[config.mk]
export PLATFORM = sky130hd
export DESIGN_NAME = phase_angle_calc
export DESIGN_NICKNAME = d
export VERILOG_FILES = /design/src/rtl/phase_angle_calc.sv
export SDC_FILE = /design/constraint.sdc
export NUM_CORES = 1
export LEC_CHECK = 0
export ABC_AREA = 0
export CAP_MARGIN = 20
export CELL_PAD_IN_SITES_DETAIL_PLACEMENT = 0
export CELL_PAD_IN_SITES_GLOBAL_PLACEMENT = 1
export CORE_MARGIN = 3
export CORE_UTILIZATION = 48
export DETAILED_ROUTE_END_ITERATION = 12
export HOLD_SLACK_MARGIN = 0.15
export MAX_ROUTING_LAYER = met4
export PLACE_DENSITY = 0.92
export SYNTH_ARGS = -nofsm -noshare
export SYNTH_HDL_FRONTEND = slang
export SYNTH_SLANG_ARGS = --single-unit
[constraint.sdc]
create_clock -name sysClk -period 5.3 [get_ports sysClk]
set_input_delay 0.53 -clock sysClk [delete_from_list [all_inputs] [get_ports sysClk]]
set_output_delay 0.53 -clock sysClk [all_outputs]
set_load 0.05 [all_outputs]
[src/rtl/phase_angle_calc.sv]
// Phase angle readout: averages 2^AVG_LOG2 phase-difference counts, then
// converts the average to 0.1-degree units with a sequential restoring divider.
module phase_angle_calc #(
  parameter int CNT_W    = 32,
  parameter int AVG_LOG2 = 3,
  parameter int ANGLE_W  = 12
) (
  input  logic               sysClk,
  input  logic               sysRst,
  input  logic               diffValid,
  input  logic [CNT_W-1:0]   diffCount,
  input  logic               periodValid,
  input  logic [CNT_W-1:0]   periodCount,
  output logic               angleValid,
  output logic [ANGLE_W-1:0] angle,
  output logic               busy,
  output logic               zeroDivErr,
  output logic               ovfErr
);

  localparam int DW    = CNT_W + 12;
  localparam int ACC_W = CNT_W + AVG_LOG2;
  localparam int BC_W  = $clog2(DW);
  localparam logic [DW-1:0]      SCALE     = DW'(3600);
  localparam logic [ANGLE_W-1:0] ANGLE_MAX = ANGLE_W'(3599);

  typedef enum logic [1:0] {ACCUM, MULT, DIV, DONE} state_t;

  state_t              r_state;
  logic [ACC_W-1:0]    r_acc;
  logic [AVG_LOG2-1:0] r_cnt;
  logic [CNT_W-1:0]    r_period;
  logic [CNT_W-1:0]    r_divisor;
  logic [DW-1:0]       r_quo;
  logic [CNT_W:0]      r_rem;
  logic [BC_W-1:0]     r_bitcnt;
  logic                r_zero;

  logic [CNT_W-1:0]    w_avg;
  logic [DW-1:0]       w_dividend;
  logic [CNT_W+1:0]    w_rem_sh;
  logic [CNT_W+1:0]    w_trial;
  logic                w_qbit;
  logic [CNT_W:0]      w_rem_next;

  assign w_avg      = r_acc[ACC_W-1:AVG_LOG2];
  assign w_dividend = DW'(w_avg) * SCALE;

  // Restoring step: bring in the next dividend bit, keep the subtraction only if it stays non-negative.
  assign w_rem_sh   = {r_rem, r_quo[DW-1]};
  assign w_trial    = w_rem_sh - {2'b00, r_divisor};
  assign w_qbit     = ~w_trial[CNT_W+1];
  assign w_rem_next = w_qbit ? w_trial[CNT_W:0] : w_rem_sh[CNT_W:0];

  always_ff @(posedge sysClk or negedge sysRst) begin
    if (!sysRst) begin
      r_period <= '0;
    end else if (periodValid) begin
      r_period <= periodCount;
    end
  end

  always_ff @(posedge sysClk or negedge sysRst) begin
    if (!sysRst) begin
      r_state    <= ACCUM;
      r_acc      <= '0;
      r_cnt      <= '0;
      r_divisor  <= '0;
      r_quo      <= '0;
      r_rem      <= '0;
      r_bitcnt   <= '0;
      r_zero     <= 1'b0;
      angleValid <= 1'b0;
      angle      <= '0;
      busy       <= 1'b0;
      zeroDivErr <= 1'b0;
      ovfErr     <= 1'b0;
    end else begin
      angleValid <= 1'b0;
      case (r_state)
        ACCUM: begin
          if (diffValid) begin
            r_acc <= r_acc + ACC_W'(diffCount);
            r_cnt <= r_cnt + AVG_LOG2'(1);
            if (r_cnt == '1) begin
              r_state <= MULT;
              busy    <= 1'b1;
            end
          end
        end
        MULT: begin
          r_quo     <= w_dividend;
          r_divisor <= r_period;
          r_rem     <= '0;
          r_bitcnt  <= '0;
          r_acc     <= '0;
          r_cnt     <= '0;
          if (r_period == '0) begin
            r_zero  <= 1'b1;
            r_state <= DONE;
            busy    <= 1'b0;
          end else begin
            r_zero  <= 1'b0;
            r_state <= DIV;
          end
        end
        DIV: begin
          r_quo    <= {r_quo[DW-2:0], w_qbit};
          r_rem    <= w_rem_next;
          r_bitcnt <= r_bitcnt + BC_W'(1);
          if (r_bitcnt == BC_W'(DW-1)) begin
            r_state <= DONE;
            busy    <= 1'b0;
          end
        end
        DONE: begin
          angleValid <= 1'b1;
          zeroDivErr <= r_zero;
          if (r_zero) begin
            angle  <= '0;
            ovfErr <= 1'b0;
          end else if (r_quo >= DW'(3600)) begin
            angle  <= ANGLE_MAX;
            ovfErr <= 1'b1;
          end else begin
            angle  <= r_quo[ANGLE_W-1:0];
            ovfErr <= 1'b0;
          end
          r_state <= ACCUM;
        end
        default: r_state <= ACCUM;
      endcase
    end
  end

endmodule

Yosys cells after proc, flatten, opt, wreduce, memory -nomap -nowiden:

Index checks and enable logic that the tools add are counted.

* register bits: 204
* input bits: 68
* output and inout bits: 16
* logic and storage cells: 62

* multipliers: 1
* reductions and logical operators: 8
* add/sub/neg operators: 4
* $lt $le $gt $ge: 1
* bitwise logic cells: 1
* mux-type cells: 24
* eq/ne operators: 9

Operators by type and width (count)
* $pmux W44 S2: 1
* $pmux W35 S2: 1
* $pmux W33 S2: 1
* $ge A44 B12 Y1 const B: 1
* $mul A32 B8 Y40 const B: 1
* $add A35 B32 Y35: 1
* $mux W35: 1
* $sub A34 B32 Y34: 1
* $mux W33: 1
* $logic_not A32 Y1: 1
* $mux W12: 2
* $pmux W6 S2: 1
* $mux W1: 9
* $ne A2 B2 Y1 const B: 4
* $pmux W2 S4: 1
* $add A6 B1 Y6 const B: 1
* $eq A6 B6 Y1 const B: 1
* $mux W2: 3
* $pmux W3 S2: 1
* $reduce_and A5 Y1: 1
* $eq A2 B2 Y1 const B: 2
* $reduce_bool A2 Y1: 2
* $add A3 B1 Y3 const B: 1
* $eq A3 B3 Y1 const B: 1
* other kinds (8): 8

Logic depth before layout (Yosys ltp):

* word-level depth: 4
* depth in mapped cells: 17
* gate-level depth less buffers: 17

Worst setup path after synthesis:

OpenSTA, ideal clock, no wires.

* path kind: reg-to-reg
* start point: reg r_acc[4]
* end point: reg r_quo[38]
* required time: 5174 ps
* cell stages (with the launch flop): 17
* arrival: 4253 ps
* slack: 921 ps
* setup time: 126 ps
* period minus slack after synthesis: 4379 ps
* path buffers: 0
* cells stage by stage: dfrtp_1 -> inv_1 -> fa_1 -> inv_1 -> ha_1 -> fa_1 -> ha_1 -> ha_1 -> a211oi_1 -> o21ai_2 -> a21oi_4 -> o22ai_2 -> a221o_2 -> a21oi_2 -> o21bai_1 -> xor2_1 -> a221o_1

* cells in the longest elaborated chain, start to end: 2

Ends and longest elaborated chain
* start, declared: line 30 `logic [ACC_W-1:0] r_acc;`
* start signal, assigned: line 83 `r_acc <= r_acc + ACC_W'(diffCount);`
* $mul A32 B8 Y40: line 47 `assign w_dividend = DW'(w_avg) * SCALE;`
* $pmux W44 S2: line 80 `case (r_state)`
* end signal, assigned: line 92 `r_quo <= w_dividend;`
* end signal, assigned: line 108 `r_quo <= {r_quo[DW-2:0], w_qbit};`
* end, declared: line 34 `logic [DW-1:0] r_quo;`

No other way between the ends.
A chain may end at the register's enable or synchronous reset.

Final worst setup path:

* start point: reg r_acc[4]
* end point: reg r_quo[37]

Same word-level chain as after synthesis.

==> impl_metrics.env <==
export IMPL_final_cell_mix="dfrtp_1, ha_1, inv_1"
export IMPL_route_met2_wl_um=17200
export IMPL_syn_cell_area_mm2=0.0160
export IMPL_h_tree_depth=1
export IMPL_async_flop_share_pct=100
export IMPL_vias_per_cell=5.60
export IMPL_vias=12385
export IMPL_setup_viol=0
export IMPL_cts_tree="built"
export IMPL_fp_dieH_um=188
export IMPL_slew_headroom_pct=34.6
export IMPL_syn_avg_cell_area_um2=9.39
export IMPL_maxCapViolations=0
export IMPL_fill_cells=2847
export IMPL_outcome="complete, no violations"
export IMPL_core_area_mm2=0.0326
export IMPL_finalSetupTns_ns=0
export IMPL_ys_ff_latch=204
export IMPL_clkSlewWorstSetupHoldPaths_ns=0.06
export IMPL_antenna_found_initial=0
export IMPL_drt_iter0_drc=828
export IMPL_grt_total_usage_pct=20.9
export IMPL_insertion_delay_ns=0.53
export IMPL_cts_max_path_buffers=3
export IMPL_dp_hpwl_um=27300
export IMPL_io_buffer_count=83
export IMPL_die_w_um=188
export IMPL_wl_per_cell_um=16.2
export IMPL_critPathMaxFanout=6
export IMPL_drt_met1_wl_um=16700
export IMPL_placed_cells=2167
export IMPL_die_area_mm2=0.0355
export IMPL_yosys_warnings=0
export IMPL_areaGrowthSynthToFinish_pct=13.0
export IMPL_grt_ovfl_total=0
export IMPL_cts_repair_resized=0
export IMPL_grt_pass1_wl_um=61500
export IMPL_preCtsSetupSlack_ns=0.479
export IMPL_postRouteAntennaNets=0
export IMPL_n_antenna_cell=0
export IMPL_setup_slack_ns=0.486
export IMPL_final_common_cell="dfrtp_1"
export IMPL_min_period_over_period_pct=90.8
export IMPL_seq_area_frac_synth_pct=32.0
export IMPL_ys_flop_type="dfrtp_1"
export IMPL_final_layout_size_suffix_gt1_share_pct=6.50
export IMPL_rsz0062_at_grt="no"
export IMPL_start_util_pct=48.9
export IMPL_grt_max_degree=110
export IMPL_clock_skew_ns=0.00774
export IMPL_yosys_cell_types_count=77
export IMPL_postSynthCellCount=1699
export IMPL_placed_area_mm2=0.0172
export IMPL_nNetsFinal=2060
export IMPL_crit_arrival_ns=5.22
export IMPL_worst_pin_slew_ns=0.975
export IMPL_rows=66
export IMPL_numCtsBuffers=24
export IMPL_top_layer="met4"
export IMPL_synth_edf_count=0
export IMPL_reg2reg_slack_ns=0.49
export IMPL_cp_required_ns=5.71
export IMPL_fmax_mhz=208
export IMPL_grt_pass1_vias=12719
export IMPL_min_path_type="reg -> reg"
export IMPL_first_pass_iters=7
export IMPL_fin_crit_ns=4.81
export IMPL_crit_path_start_kind="register"
export IMPL_slew_viol_final=0
export IMPL_drcViolationCount=0
export IMPL_gp_congestion=0.914
export IMPL_wl_met3_um=1130
export IMPL_cp_end_kind="register"
export IMPL_final_cells=2210
export IMPL_synth_nets=2007
export IMPL_cts_sinks=204
export IMPL_pin_count=84
export IMPL_wl_um=35900
export IMPL_hold_viol_final=0
export IMPL_root_buffer="clkbuf_16"
export IMPL_stdcell_area_mm2=0.0180
export IMPL_path_class="reg -> reg"
-- what timing repair did --
action                    CTS  global route
hold buffers                1             0
buffers inserted            0             0
hold endpoints to repair   35             0
-- through the flow --
stage	hold slack (ns)	utilization [%]
CTS	0.514	55.3
global route	0.542	55.3
floorplan	0.234	-
finish	0.510	55.3
detailed placement	0.500	52.7
global placement	0.492	52.7
-- Yosys cell counts (18+ instances only) --
cell         n  area, um2
nand3_1     25        125
nand2_1    133        499
xor2_1      41        359
dfrtp_1    204       5100
o21ai_0    109        546
o2bb2ai_1   23        201
a21oi_1    137        686
fa_1        58       1160
clkbuf_1    50        188
nand4_1     18        113
nor2_1      91        342
xnor2_1     49        429
inv_1      162        608
mux2i_1     39        390
nor4_1      19        119
a21o_1      43        323
and3_1      20        125
mux2_2      42        473
ha_1       182       2280
-- flip-flops by register name (all words and copies together) (netlist names) --
signal,cells
busy,1
r_acc,35
r_period,32
r_cnt,3
r_bitcnt,6
r_quo,44
r_zero,1
angle,12
r_state,2
ovfErr,1
zeroDivErr,1
r_divisor,32
angleValid,1
r_rem,33
-- metal layers --
metal,up-vias,track usage [%]
li1,6178,-
met2,204,35.2
met3,53,2.33
met4,0,5.39
met5,-,-
met1,5950,27.0
-- logic make-up (layout without fill, tap and decap cells) --
| kind of cell | after synthesis | after routing | share of synthesized area, % |
|---|---|---|---|
| compound gates | 485 | 485 | 19.9 |
| simple gates | 368 | 368 | 10.7 |
| fa+ha+maj | 240 | 240 | 21.5 |
| buf+inv | 231 | 300 | 5.51 |
| flops | 204 | 204 | 32.0 |
| xor+xnor | 90 | 90 | 4.94 |
| mux | 81 | 81 | 5.41 |
-- final cells by class --
| type | instances | area, um2 | area share (%) |
|---|---|---|---|
| clock buffer | 31 | 677 | 3.75 |
| clock inverter | 11 | 149 | 0.826 |
| inverter | 162 | 608 | 3.37 |
| multi-input combinational | 1264 | 10000 | 55.5 |
| sequential | 204 | 5100 | 28.3 |
| tap | 442 | 553 | 3.07 |
| timing repair buffer | 96 | 935 | 5.18 |
-- worst paths after layout --
| kind | from | to | depth (start not counted) |
|---|---|---|---|
| worst max-delay path | r_acc[4] | r_quo[37] | 17 |
| worst min-delay path | angle[1] | angle[1] | 1 |
| worst max register to register | r_acc[4] | r_quo[37] | 17 |
| worst min register to register | angle[1] | angle[1] | 1 |
| max in group asynchronous | sysRst | r_acc[13] | 3 |
| min in group asynchronous | sysRst | r_divisor[9] | 2 |
-- worst max-delay path, stage by stage, from the launching register on --
cell	delay, ns
dfrtp_1	0.48
inv_1	0.10
fa_1	0.54
inv_1	0.04
ha_1	0.31
fa_1	0.46
ha_1	0.32
inv_1	0.06
fa_1	0.45
nand2b_1	0.19
a211oi_1	0.30
o21ai_1	0.17
o22ai_1	0.26
a211oi_1	0.16
o21ai_1	0.26
a31oi_1	0.14
xnor2_1	0.14
a221o_1	0.31
Power is left out: the tool's default activity adds up to more than one toggle a clock period on the data nets, which glitch-free logic cannot reach.
